**src/rtl/alu_pkg.sv**
```systemverilog
// Shared ALU select encoding, RV32I opcode constants and decode-side types.
// Used by the ALU and by alu_ctrl_decode.
package alu_pkg;

  localparam logic [3:0] ALU_AND  = 4'b0000;
  localparam logic [3:0] ALU_OR   = 4'b0001;
  localparam logic [3:0] ALU_XOR  = 4'b0010;
  localparam logic [3:0] ALU_ADD  = 4'b0011;
  localparam logic [3:0] ALU_SUB  = 4'b0100;
  localparam logic [3:0] ALU_SLT  = 4'b0101;
  localparam logic [3:0] ALU_PASS = 4'b0110;
  localparam logic [3:0] ALU_SLL  = 4'b0111;
  localparam logic [3:0] ALU_SRL  = 4'b1000;
  localparam logic [3:0] ALU_SRA  = 4'b1001;
  localparam logic [3:0] ALU_SLTU = 4'b1011;

  localparam logic [6:0] OPC_OP     = 7'b0110011;
  localparam logic [6:0] OPC_OPIMM  = 7'b0010011;
  localparam logic [6:0] OPC_LUI    = 7'b0110111;
  localparam logic [6:0] OPC_AUIPC  = 7'b0010111;
  localparam logic [6:0] OPC_LOAD   = 7'b0000011;
  localparam logic [6:0] OPC_STORE  = 7'b0100011;
  localparam logic [6:0] OPC_JAL    = 7'b1101111;
  localparam logic [6:0] OPC_JALR   = 7'b1100111;
  localparam logic [6:0] OPC_BRANCH = 7'b1100011;

  typedef enum logic [2:0] {
    IMM_NONE, IMM_I, IMM_S, IMM_B, IMM_U, IMM_J, IMM_SHAMT
  } imm_fmt_e;

  typedef struct packed {
    logic [3:0]  alu_sel;
    logic        sign;
    logic        shift;
    logic        op1_pc;
    logic        op2_imm;
    logic [31:0] imm;
    logic [4:0]  rs1;
    logic [4:0]  rs2;
    logic [4:0]  rd;
    logic        wb_en;
    logic [31:0] pc;
  } bundle_t;

endpackage

```
**src/rtl/imm_gen.sv**
```systemverilog
// Combinational immediate generator: picks the I/S/B/U/J (or shift-amount)
// immediate out of the instruction word according to the decoded format.
module imm_gen
  import alu_pkg::*;
(
  input  logic [31:7] i_instr,
  input  imm_fmt_e    i_fmt,
  output logic [31:0] o_imm
);

  always_comb begin
    o_imm = '0;
    case (i_fmt)
      IMM_I:     o_imm = {{20{i_instr[31]}}, i_instr[31:20]};
      IMM_S:     o_imm = {{20{i_instr[31]}}, i_instr[31:25], i_instr[11:7]};
      IMM_B:     o_imm = {{19{i_instr[31]}}, i_instr[31], i_instr[7],
                          i_instr[30:25], i_instr[11:8], 1'b0};
      IMM_U:     o_imm = {i_instr[31:12], 12'b0};
      IMM_J:     o_imm = {{11{i_instr[31]}}, i_instr[31], i_instr[19:12],
                          i_instr[20], i_instr[30:21], 1'b0};
      IMM_SHAMT: o_imm = {27'b0, i_instr[24:20]};
      default:   o_imm = '0;
    endcase
  end

endmodule

```
**src/rtl/alu_ctrl_decode.sv**
```systemverilog
// Registered ID-stage decoder producing ALU control and operand steering for EX.
// Optional macro ALU_DECODE_ILLEGAL_TRAP_EN adds the o_illegal output.
module alu_ctrl_decode
  import alu_pkg::*;
#(
  parameter int XLEN = 32
) (
  input  logic            i_clk,
  input  logic            i_rst,
  input  logic            i_valid,
  output logic            o_ready,
  input  logic [XLEN-1:0] i_instr,
  input  logic [XLEN-1:0] i_pc,
  input  logic            i_flush,
  output logic            o_valid,
  input  logic            i_ready,
  output logic [3:0]      o_alu_sel,
  output logic            o_sign,
  output logic            o_shift,
  output logic            o_op1_pc,
  output logic            o_op2_imm,
  output logic [XLEN-1:0] o_imm,
  output logic [4:0]      o_rs1,
  output logic [4:0]      o_rs2,
  output logic [4:0]      o_rd,
  output logic            o_wb_en,
`ifdef ALU_DECODE_ILLEGAL_TRAP_EN
  output logic            o_illegal,
`endif
  output logic [XLEN-1:0] o_pc
);

  logic [6:0] opcode;
  logic [2:0] funct3;
  logic [6:0] funct7;
  logic       f7_zero, f7_alt;

  assign opcode  = i_instr[6:0];
  assign funct3  = i_instr[14:12];
  assign funct7  = i_instr[31:25];
  assign f7_zero = (funct7 == 7'b0000000);
  assign f7_alt  = (funct7 == 7'b0100000);

  logic [3:0] sel;
  logic       sign, shift, op1_pc, op2_imm, wb_en, illegal;
  imm_fmt_e   fmt;
  logic [31:0] imm;

  always_comb begin
    sel     = ALU_ADD;
    sign    = 1'b0;
    shift   = 1'b0;
    op1_pc  = 1'b0;
    op2_imm = 1'b0;
    wb_en   = 1'b0;
    illegal = 1'b0;
    fmt     = IMM_NONE;
    case (opcode)
      OPC_OP: begin
        wb_en = 1'b1;
        case (funct3)
          3'b000: begin
            sel     = f7_alt ? ALU_SUB : ALU_ADD;
            illegal = !(f7_zero || f7_alt);
          end
          3'b001: begin sel = ALU_SLL;  shift = 1'b1; illegal = !f7_zero; end
          3'b010: begin sel = ALU_SLT;  sign = 1'b1;  illegal = !f7_zero; end
          3'b011: begin sel = ALU_SLTU; illegal = !f7_zero; end
          3'b100: begin sel = ALU_XOR;  illegal = !f7_zero; end
          3'b101: begin
            sel     = f7_alt ? ALU_SRA : ALU_SRL;
            sign    = f7_alt;
            shift   = 1'b1;
            illegal = !(f7_zero || f7_alt);
          end
          3'b110: begin sel = ALU_OR;  illegal = !f7_zero; end
          default: begin sel = ALU_AND; illegal = !f7_zero; end
        endcase
      end
      OPC_OPIMM: begin
        wb_en   = 1'b1;
        op2_imm = 1'b1;
        fmt     = IMM_I;
        case (funct3)
          3'b000: sel = ALU_ADD;
          3'b001: begin
            sel = ALU_SLL; shift = 1'b1; fmt = IMM_SHAMT; illegal = !f7_zero;
          end
          3'b010: begin sel = ALU_SLT; sign = 1'b1; end
          3'b011: sel = ALU_SLTU;
          3'b100: sel = ALU_XOR;
          3'b101: begin
            sel     = f7_alt ? ALU_SRA : ALU_SRL;
            sign    = f7_alt;
            shift   = 1'b1;
            fmt     = IMM_SHAMT;
            illegal = !(f7_zero || f7_alt);
          end
          3'b110: sel = ALU_OR;
          default: sel = ALU_AND;
        endcase
      end
      OPC_LUI:   begin sel = ALU_PASS; op2_imm = 1'b1; wb_en = 1'b1; fmt = IMM_U; end
      OPC_AUIPC: begin op1_pc = 1'b1; op2_imm = 1'b1; wb_en = 1'b1; fmt = IMM_U; end
      OPC_JAL:   begin op1_pc = 1'b1; op2_imm = 1'b1; wb_en = 1'b1; fmt = IMM_J; end
      OPC_JALR:  begin op2_imm = 1'b1; wb_en = 1'b1; fmt = IMM_I; illegal = (funct3 != 3'b000); end
      OPC_LOAD: begin
        op2_imm = 1'b1; wb_en = 1'b1; fmt = IMM_I;
        illegal = (funct3 == 3'b011) || (funct3 == 3'b110) || (funct3 == 3'b111);
      end
      OPC_STORE: begin op2_imm = 1'b1; fmt = IMM_S; illegal = (funct3 > 3'b010); end
      OPC_BRANCH: begin
        fmt = IMM_B;
        case (funct3[2:1])
          2'b00:   sel = ALU_SUB;
          2'b10:   begin sel = ALU_SLT; sign = 1'b1; end
          2'b11:   sel = ALU_SLTU;
          default: illegal = 1'b1;
        endcase
      end
      default: illegal = 1'b1;
    endcase
    // Anything unrecognised collapses to a NOP: ADD, no writeback, no steering.
    if (illegal) begin
      sel     = ALU_ADD;
      sign    = 1'b0;
      shift   = 1'b0;
      op1_pc  = 1'b0;
      op2_imm = 1'b0;
      wb_en   = 1'b0;
      fmt     = IMM_NONE;
    end
  end

  imm_gen u_imm_gen (
    .i_instr (i_instr[31:7]),
    .i_fmt   (fmt),
    .o_imm   (imm)
  );

  bundle_t bundle_q, bundle_d, bundle_new;
  logic    valid_q, valid_d;

  always_comb begin
    bundle_new         = '0;
    bundle_new.alu_sel = sel;
    bundle_new.sign    = sign;
    bundle_new.shift   = shift;
    bundle_new.op1_pc  = op1_pc;
    bundle_new.op2_imm = op2_imm;
    bundle_new.imm     = imm;
    bundle_new.rs1     = i_instr[19:15];
    bundle_new.rs2     = i_instr[24:20];
    bundle_new.rd      = i_instr[11:7];
    bundle_new.wb_en   = wb_en && (i_instr[11:7] != 5'd0);
    bundle_new.pc      = i_pc;
  end

  assign o_ready = !valid_q || i_ready;

  // Flush wins over both the held bundle and any instruction offered this cycle.
  always_comb begin
    valid_d  = valid_q;
    bundle_d = bundle_q;
    if (i_flush) begin
      valid_d = 1'b0;
    end else if (o_ready) begin
      valid_d = i_valid;
      if (i_valid) bundle_d = bundle_new;
    end
  end

  always_ff @(posedge i_clk or posedge i_rst) begin
    if (i_rst) begin
      valid_q  <= 1'b0;
      bundle_q <= '0;
    end else begin
      valid_q  <= valid_d;
      bundle_q <= bundle_d;
    end
  end

`ifdef ALU_DECODE_ILLEGAL_TRAP_EN
  logic illegal_q, illegal_d;

  always_comb begin
    illegal_d = illegal_q;
    if (!i_flush && o_ready && i_valid) illegal_d = illegal;
  end

  always_ff @(posedge i_clk or posedge i_rst) begin
    if (i_rst) illegal_q <= 1'b0;
    else       illegal_q <= illegal_d;
  end

  assign o_illegal = illegal_q;
`endif

  assign o_valid   = valid_q;
  assign o_alu_sel = bundle_q.alu_sel;
  assign o_sign    = bundle_q.sign;
  assign o_shift   = bundle_q.shift;
  assign o_op1_pc  = bundle_q.op1_pc;
  assign o_op2_imm = bundle_q.op2_imm;
  assign o_imm     = bundle_q.imm;
  assign o_rs1     = bundle_q.rs1;
  assign o_rs2     = bundle_q.rs2;
  assign o_rd      = bundle_q.rd;
  assign o_wb_en   = bundle_q.wb_en;
  assign o_pc      = bundle_q.pc;

endmodule
```
**config.mk**
```make
export PLATFORM = sky130hd
export DESIGN_NAME = alu_ctrl_decode
export DESIGN_NICKNAME = d
export VERILOG_FILES = /design/src/rtl/alu_pkg.sv /design/src/rtl/imm_gen.sv /design/src/rtl/alu_ctrl_decode.sv
export SDC_FILE = /design/constraint.sdc
export NUM_CORES = 1
export LEC_CHECK = 0
export CAP_MARGIN = 40
export CORE_MARGIN = 8
export CORE_UTILIZATION = 48
export CTS_BUF_LIST = sky130_fd_sc_hd__clkbuf_16
export CTS_CLUSTER_SIZE = 25
export DETAILED_ROUTE_END_ITERATION = 8
export HOLD_SLACK_MARGIN = 0.03
export PLACE_DENSITY_LB_ADDON = 0.25
export SETUP_SLACK_MARGIN = 0.3
export SLEW_MARGIN = 20
export SYNTH_ARGS = -nofsm -noshare
export SYNTH_HDL_FRONTEND = slang
export SYNTH_HIERARCHICAL = 1
export SYNTH_SLANG_ARGS = --single-unit
```
**constraint.sdc**
```tcl
create_clock -name i_clk -period 5.4 [get_ports i_clk]
set_clock_uncertainty 0.15 [all_clocks]
set_input_delay 0.81 -clock i_clk [delete_from_list [all_inputs] [get_ports i_clk]]
set_output_delay 0.81 -clock i_clk [all_outputs]
set_load 0.03 [all_outputs]
```
==> load_flow_metrics.sql, run 1 <==
INSERT INTO impl_metrics (metric_group, metric, value, unit) VALUES
('cells_and_area', 'mostFrequentLayoutCell', 'sky130_fd_sc_hd__nand2_1', ''),
('clocking', 'clock_tree.buffer_depth', '2', ''),
('pwr', 'net-switching-power', '0.544', 'mW'),
('synth', 'async_flop_share', '100', '%'),
('placed_design', 'port_buffers', '158', ''),
('routing', 'antenna_violating_nets_post_route', '0', ''),
('grt', 'grt_use_total', '21.3', '%'),
('clocking', 'cts_max_level', '3', ''),
('synth', 'ys_dominant_reg_cell', 'sky130_fd_sc_hd__dfrtp_1', ''),
('clocking', 'cts_resized', '0', ''),
('min_path', 'worstHoldStart', 'o_pc[21]', ''),
('grt', 'grt_antenna_before_repair', '0', ''),
('synth', 'syn-num-nets', '595', ''),
('floorplanning', 'io-pin-count', '159', ''),
('critical_path', 'reg2reg_to', 'o_alu_sel[1]', ''),
('timing', 'layout_min_cycle_time', '4050', 'ps'),
('routing', 'wl_per_cell', '17.3', 'um'),
('critical_path', 'worst-r2r-cell-count', '6', ''),
('pwr', 'ir_drop', '159', 'uV'),
('synth', 'largest_cells_by_area_after_synthesis', 'sky130_fd_sc_hd__dfrtp_1, sky130_fd_sc_hd__nand2_1, sky130_fd_sc_hd__o21ai_0', ''),
('synth', 'mappedNetlistArea', '4360', 'um^2'),
('min_path', 'timing.hold.worst_path_depth', '2', ''),
('clocking', 'insertion_delay', '330', 'ps'),
('pwr', 'switching_share', '30.1', '%'),
('cells_and_area', 'p_r_area_growth_vs_syn', '45.0', '%'),
('cells_and_area', 'n_antenna_cell', '0', ''),
('timing', 'rsz0062_at_grt', 'false', ''),
('clocking', 'clkSinkCount', '89', ''),
('clocking', 'clock_tree_from_tritoncts', 'built', ''),
('placed_design', 'detailed_place.area', '5980', 'um^2'),
('critical_path', 'worst_path_largest_cell_delay', '900', 'ps'),
('critical_path', 'worst-endpoint-arrival', '4130', 'ps'),
('cells_and_area', 'layout-drive-gt1-share', '5.19', '%'),
('pwr', 'power.combinational.fraction', '24.2', '%'),
('synth', 'synth_xor_area_share', '0.201', '%'),
('critical_path', 'timing_worst_setup_path_type', 'in -> reg', ''),
('floorplanning', 'die_area', '12400', 'um^2'),
('synth', 'yosys.area.top_type_share', '51.0', '%'),
('grt', 'grt_pass1_wl', '21700', 'um'),
('timing', 'drv_slew', '0', ''),
('timing', 'final_min_period_over_clock_period', '75.0', '%'),
('synth', 'synth_fa_ha_area_share', '0', '%'),
('critical_path', 'crit_path_cell_trace', 'clkdlybuf4s50_1 -> or4b_4 -> o211ai_2 -> a211o_4 -> nand2_1 -> a31oi_1 -> nor2b_4 -> o21ai_1 -> o21ai_0 -> nand2_1 -> nand2_1', ''),
('grt', 'grt-ovfl-total', '0', ''),
('synth', 'synth.largest_area_cell', 'sky130_fd_sc_hd__dfrtp_1', ''),
('cells_and_area', 'design_area', '6330', 'um^2'),
('run_status', 'run_status', 'completed', ''),
('grt', 'grt_start_max_net_pins', '87', ''),
('placed_design', 'place_congestion', '0.851', ''),
('critical_path', 'critical_path.max_fanout', '20', ''),
('routing', 'detailroute.via_count', '4090', ''),
('run', 'maxCapViolCount', '0', ''),
('pwr', 'pwr_density_cell', '286', 'nW/um^2'),
('floorplanning', 'num_rows', '34', ''),
('min_path', 'hold_path_class', 'reg -> reg', ''),
('timing', 'fmaxAchievable', '247', 'MHz'),
('timing', 'holdWs', '323', 'ps'),
('synth', 'synth-edff-count', '0', ''),
('synth', 'yosys.cell_types.count', '58', ''),
('cells_and_area', 'final_core_util', '72.2', '%'),
('pwr', 'clkPwrFrac', '34.1', '%'),
('placed_design', 'dp_worst_setup_slack', '1080', 'ps'),
('cells_and_area', 'final_cell_mix', 'sky130_fd_sc_hd__nand2_1, sky130_fd_sc_hd__clkdlybuf4s50_1, sky130_fd_sc_hd__dfrtp_1, sky130_fd_sc_hd__o21ai_0, sky130_fd_sc_hd__nor2_1', ''),
('floorplanning', 'start_util', '49.8', '%'),
('routing', 'detail_route.iter0.violations', '412', ''),
('routing', 'via_count_normalized_by_instance_count', '5.22', ''),
('timing', 'final_count_of_negative_setup_slack_endpoints', '0', ''),
('placed_design', 'post_detail_place_hpwl', '9750', 'um'),
('critical_path', 'critical-path-top-cell-by-count', 'sky130_fd_sc_hd__nand2_1', ''),
('routing', 'detail_route.first_pass.iterations', '5', ''),
('timing', 'maxSlewHeadroom', '54.6', '%');
[cells in the mapped netlist, types with 2 or more instances]
master	instances
sky130_fd_sc_hd__a2111oi_0	3
sky130_fd_sc_hd__buf_6	3
sky130_fd_sc_hd__o31ai_1	3
sky130_fd_sc_hd__nand2b_1	3
sky130_fd_sc_hd__nor3_1	5
sky130_fd_sc_hd__dfrtp_1	89
sky130_fd_sc_hd__o21ai_1	2
sky130_fd_sc_hd__clkbuf_1	13
sky130_fd_sc_hd__buf_2	13
sky130_fd_sc_hd__inv_1	5
sky130_fd_sc_hd__a211o_1	2
sky130_fd_sc_hd__o21ai_0	22
sky130_fd_sc_hd__a31oi_1	3
sky130_fd_sc_hd__nand4b_1	2
sky130_fd_sc_hd__o22ai_1	2
sky130_fd_sc_hd__a22oi_1	4
sky130_fd_sc_hd__a21oi_1	6
sky130_fd_sc_hd__nor2b_1	6
sky130_fd_sc_hd__nand3b_1	4
sky130_fd_sc_hd__o211ai_1	2
sky130_fd_sc_hd__mux2i_1	2
sky130_fd_sc_hd__o21a_1	2
sky130_fd_sc_hd__nor2_1	17
sky130_fd_sc_hd__nand2_1	265
sky130_fd_sc_hd__and2_1	6
sky130_fd_sc_hd__o32a_1	2
sky130_fd_sc_hd__nor2b_4	2
sky130_fd_sc_hd__a21o_1	8
[worst max path at each step]
stage,to,depth (start not counted),from
5_1_grt,o_imm[23],11,i_instr[5]
2_1_floorplan,o_alu_sel[0],1,i_rst
4_1_cts,o_imm[21],11,i_instr[5]
3_5_place_dp,o_imm[23],11,i_instr[5]
6_report,o_imm[23],11,i_instr[5]
3_3_place_gp,o_imm[28],11,i_instr[5]
[state kept, by name, summed over array words and instances (netlist names)]
signal,flops
o_rs2,5
o_imm,32
o_shift,1
o_valid,1
o_pc,32
o_wb_en,1
o_alu_sel,4
o_rs1,5
o_sign,1
o_op1_pc,1
o_rd,5
o_op2_imm,1
[power by group through the flow]
stage	Combinational, mW	Clock [mW]	Sequential [mW]
6_report	0.437	0.616	0.754
5_1_grt	0.468	0.658	0.761
4_1_cts	0.435	0.625	0.755
3_5_place_dp	0.433	0	0.767
3_3_place_gp	0.423	0	0.763
2_1_floorplan	0.105	0	0.880
[cell type report]
class                   count  area, um^2  share of cell area, %
inverters                   5        21.3                  0.336
multi-input cells         401        1960                   31.0
well taps                 108         135                   2.14
clock inverters             7        68.8                   1.09
clock buffers               9         225                   3.56
repair buffers            164        1690                   26.7
flip-flops and latches     89        2230                   35.2
[cell families after synthesis]
group                  after synthesis
AO/OA/AOI/OAI                       71
XOR/XNOR                             1
buffers and inverters               36
flip-flops                          89
multiplexers                         2
AND/OR/NAND/NOR                    327
[worst max-delay path: cells and delay by family]
| kind | cells | cell delay (ps) |
|---|---|---|
| AO/OA/AOI/OAI | 5 | 1530 |
| buffers and inverters | 1 | 900 |
| AND/OR/NAND/NOR | 5 | 880 |
[metal layers]
metal  wire (um)  global-route usage (%)
met1        6180                    28.4
met2        6030                    32.1
met3        1170                    7.89
met4         157                    5.16
met5           0                       0
No activity file was read; power rests on OpenSTA's default activity.
==> run 2: changes to the inputs <==
- CORE_UTILIZATION: 48 -> 41
- clock period: 5.4 -> 3.6 ns (I/O delays scaled with it)
==> run 2 against run 1 <==
  * First-iteration DRC count fell by 54%
  * Sequential share of layout area fell by 0.72 points
  * Largest cell class unchanged
  * Highest routed layer unchanged
  * Critical endpoint is now o_imm[30]
  * Non-clock buffer count rose by 14
  * Critical path type unchanged
  * Routed wire length grew 0.78%
  * Die area up 15%
  * Final cell count grew 5.4%
==> load_flow_metrics.sql, run 2 (same netlist as run 1, synthesis figures left out) <==
INSERT INTO impl_metrics (metric_group, metric, value, unit) VALUES
('placed_design', 'post_detail_place_hpwl', '10200', 'um'),
('timing', 'maxSlewHeadroom', '58.9', '%'),
('routing', 'detailroute.via_count', '4237', ''),
('critical_path', 'start_kind', 'input pin', ''),
('run', 'maxCapViolCount', '0', ''),
('floorplanning', 'die_x', '119', 'um'),
('critical_path', 'critical-path-top-cell-by-count', 'sky130_fd_sc_hd__nand2_1', ''),
('cells_and_area', 'mostFrequentLayoutCell', 'sky130_fd_sc_hd__nand2_1', ''),
('placed_design', 'dp_worst_setup_slack', '101', 'ps'),
('cells_and_area', 'n_antenna_cell', '0', ''),
('cells_and_area', 'p_r_area_growth_vs_syn', '48.0', '%'),
('clocking', 'cts_hold_buf', '0', ''),
('timing', 'tightestPinTransition', '617', 'ps'),
('run_status', 'run_status', 'completed', ''),
('clocking', 'clock_tree.buffer_depth', '2', ''),
('critical_path', 'crit_path_cell_trace', 'clkdlybuf4s50_1 -> or4_4 -> nor3_2 -> a211o_4 -> nand3b_1 -> a21oi_1 -> buf_6 -> nor2b_4 -> o21ai_1 -> buf_4 -> o21ai_0 -> nand2_1 -> nand2_1', ''),
('critical_path', 'timing.critical_path.required', '3730', 'ps'),
('pwr', 'switching_share', '29.5', '%'),
('placed_design', 'port_buffers', '158', ''),
('pwr', 'ir_drop', '234', 'uV'),
('grt', 'grt_pass1_wl', '22400', 'um'),
('routing', 'wl_per_cell', '16.5', 'um'),
('timing', 'hold_viol', '0', ''),
('routing', 'detail_route.wirelength', '13600', 'um'),
('cells_and_area', 'post_layout_net_count', '753', ''),
('floorplanning', 'io-pin-count', '159', ''),
('grt', 'via_count_of_the_first_global_routing_pass', '4371', ''),
('timing', 'layout_min_cycle_time', '3100', 'ps'),
('cells_and_area', 'layout-drive-gt1-share', '7.40', '%'),
('critical_path', 'timing_worst_setup_path_type', 'in -> reg', ''),
('floorplanning', 'start_util', '42.3', '%'),
('critical_path', 'critical_path_buf_inv_count', '3', ''),
('min_path', 'hold_path_class', 'reg -> reg', ''),
('pwr', 'pwr_density_cell', '432', 'nW/um^2'),
('floorplanning', 'die_h', '119', 'um'),
('critical_path', 'critical_path.max_fanout', '19', ''),
('clocking', 'clock_tree_from_tritoncts', 'built', ''),
('critical_path', 'worst-endpoint-arrival', '3230', 'ps'),
('pwr', 'power_frac_seq', '40.5', '%'),
('critical_path', 'slowest_cell_on_the_critical_path', 'sky130_fd_sc_hd__or4_4', ''),
('placed_design', 'dp_cells', '809', ''),
('pwr', 'leakage', '3.05', 'nW'),
('timing', 'final_count_of_negative_setup_slack_endpoints', '0', ''),
('clocking', 'cts_made_buffers', '9', ''),
('timing', 'final_worst_setup_slack', '499', 'ps'),
('timing', 'drv_slew', '0', ''),
('floorplanning', 'num_rows', '37', ''),
('placed_design', 'place_congestion', '0.855', ''),
('grt', 'grt_antenna_before_repair', '0', ''),
('critical_path', 'endpoint_kind', 'flop', ''),
('grt', 'grt_start_max_net_pins', '87', ''),
('timing', 'final_min_period_over_clock_period', '86.1', '%'),
('pwr', 'fin_total_pwr', '2.79', 'mW'),
('routing', 'route.detailed.drc', '0', ''),
('clocking', 'cts_max_level', '3', ''),
('clocking', 'cts_root_buf', 'sky130_fd_sc_hd__clkbuf_16', ''),
('timing', 'fmaxAchievable', '322', 'MHz'),
('routing', 'detail_route.iter0.violations', '191', ''),
('pwr', 'power.internal', '1.97', 'mW'),
('clocking', 'clkSlewWorstSetupHoldPaths', '70', 'ps'),
('critical_path', 'timing.critical_path.max_delay_family', 'simple AND/OR/NAND/NOR gates', ''),
('floorplanning', 'die_area', '14200', 'um^2'),
('clocking', 'clkSinkCount', '89', ''),
('timing', 'final.setup.tns', '0', 'ps'),
('cells_and_area', 'final_core_util', '62.6', '%'),
('routing', 'detail_route.first_pass.iterations', '4', ''),
('clocking', 'insertion_delay', '330', 'ps'),
('pwr', 'power.combinational.fraction', '23.5', '%'),
('pwr', 'net-switching-power', '0.823', 'mW'),
('critical_path', 'worst_path_largest_cell_delay', '600', 'ps'),
('critical_path', 'timing.reg2reg.setup_slack', '1630', 'ps'),
('routing', 'antenna_violating_nets_post_route', '0', ''),
('grt', 'grt_use_total', '19.2', '%'),
('cells_and_area', 'filler_cell_count', '876', ''),
('cells_and_area', 'final_cell_mix', 'sky130_fd_sc_hd__nand2_1, sky130_fd_sc_hd__clkdlybuf4s50_1, sky130_fd_sc_hd__dfrtp_1, sky130_fd_sc_hd__o21ai_0, sky130_fd_sc_hd__buf_4', ''),
('cells_and_area', 'final_cell_count_no_fill', '825', ''),
('grt', 'grt-ovfl-total', '0', ''),
('pwr', 'clkPwrFrac', '36.0', '%'),
('floorplanning', 'fp.coreArea', '10300', 'um^2'),
('routing', 'via_count_normalized_by_instance_count', '5.14', ''),
('timing', 'rsz0062_at_grt', 'false', '');
## run 2: final timing paths
path | from | endpoint | depth (start not counted)
worst min register to register | o_pc[3] | o_pc[3] | 2
worst min-delay path | o_pc[3] | o_pc[3] | 2
worst max-delay path | i_instr[26] | o_imm[30] | 13
max in group asynchronous | i_rst | o_pc[20] | 3
min in group asynchronous | i_rst | o_pc[30] | 2
worst max register to register | o_valid | o_op1_pc | 5
## run 2: area by class of cell
cell class                      count  area (um^2)  share of cell area (%)
Sequential cell                    89         2230                    34.5
Multi-Input combinational cell    401         1970                    30.6
Timing Repair Buffer              178         1750                    27.1
Clock buffer                        9          225                    3.49
Tap cell                          136          170                    2.63
Clock inverter                      7         93.8                    1.45
Inverter                            5         21.3                   0.329
## run 2: metal layers
metal	routed length [um]	global-route usage (%)
met1	5980	24.2
met2	6130	30.3
met3	1300	6.09
met4	240	7.27
met5	0	0
## run 2: worst min-delay path, stage by stage, from the launching register on
cell and delay [ps]:
sky130_fd_sc_hd__dfrtp_1 340, sky130_fd_sc_hd__nand2_1 50, sky130_fd_sc_hd__nand2_1 50
## run 2: timing repair
action                     CTS  global route
buffers inserted             0             0
setup endpoints to repair    0            26
resized for setup            0             5
## run 2: per-stage QoR
| stage | instance area, um^2 | hold WS, ps |
|---|---|---|
| 2_1_floorplan | 4360 | 456 |
| 3_3_place_gp | 6120 | 307 |
| 3_5_place_dp | 6120 | 311 |
| 4_1_cts | 6440 | 328 |
| 5_1_grt | 6460 | 344 |
| 6_report | 6460 | 324 |
## run 2: power groups by stage
| stage | Combinational, mW | Clock [mW] | Sequential [mW] |
|---|---|---|---|
| 6_report | 0.656 | 1.00 | 1.13 |
| 2_1_floorplan | 0.158 | 0 | 1.32 |
| 4_1_cts | 0.663 | 1.02 | 1.13 |
| 3_3_place_gp | 0.654 | 0 | 1.15 |
| 5_1_grt | 0.702 | 1.06 | 1.14 |
| 3_5_place_dp | 0.661 | 0 | 1.15 |
==> run 3: changes to the inputs <==
- CTS_CLUSTER_DIAMETER: unset -> 80
==> results of run 3 <==
Same layout as run 2: the final DEF is identical, and so are final timing and power.
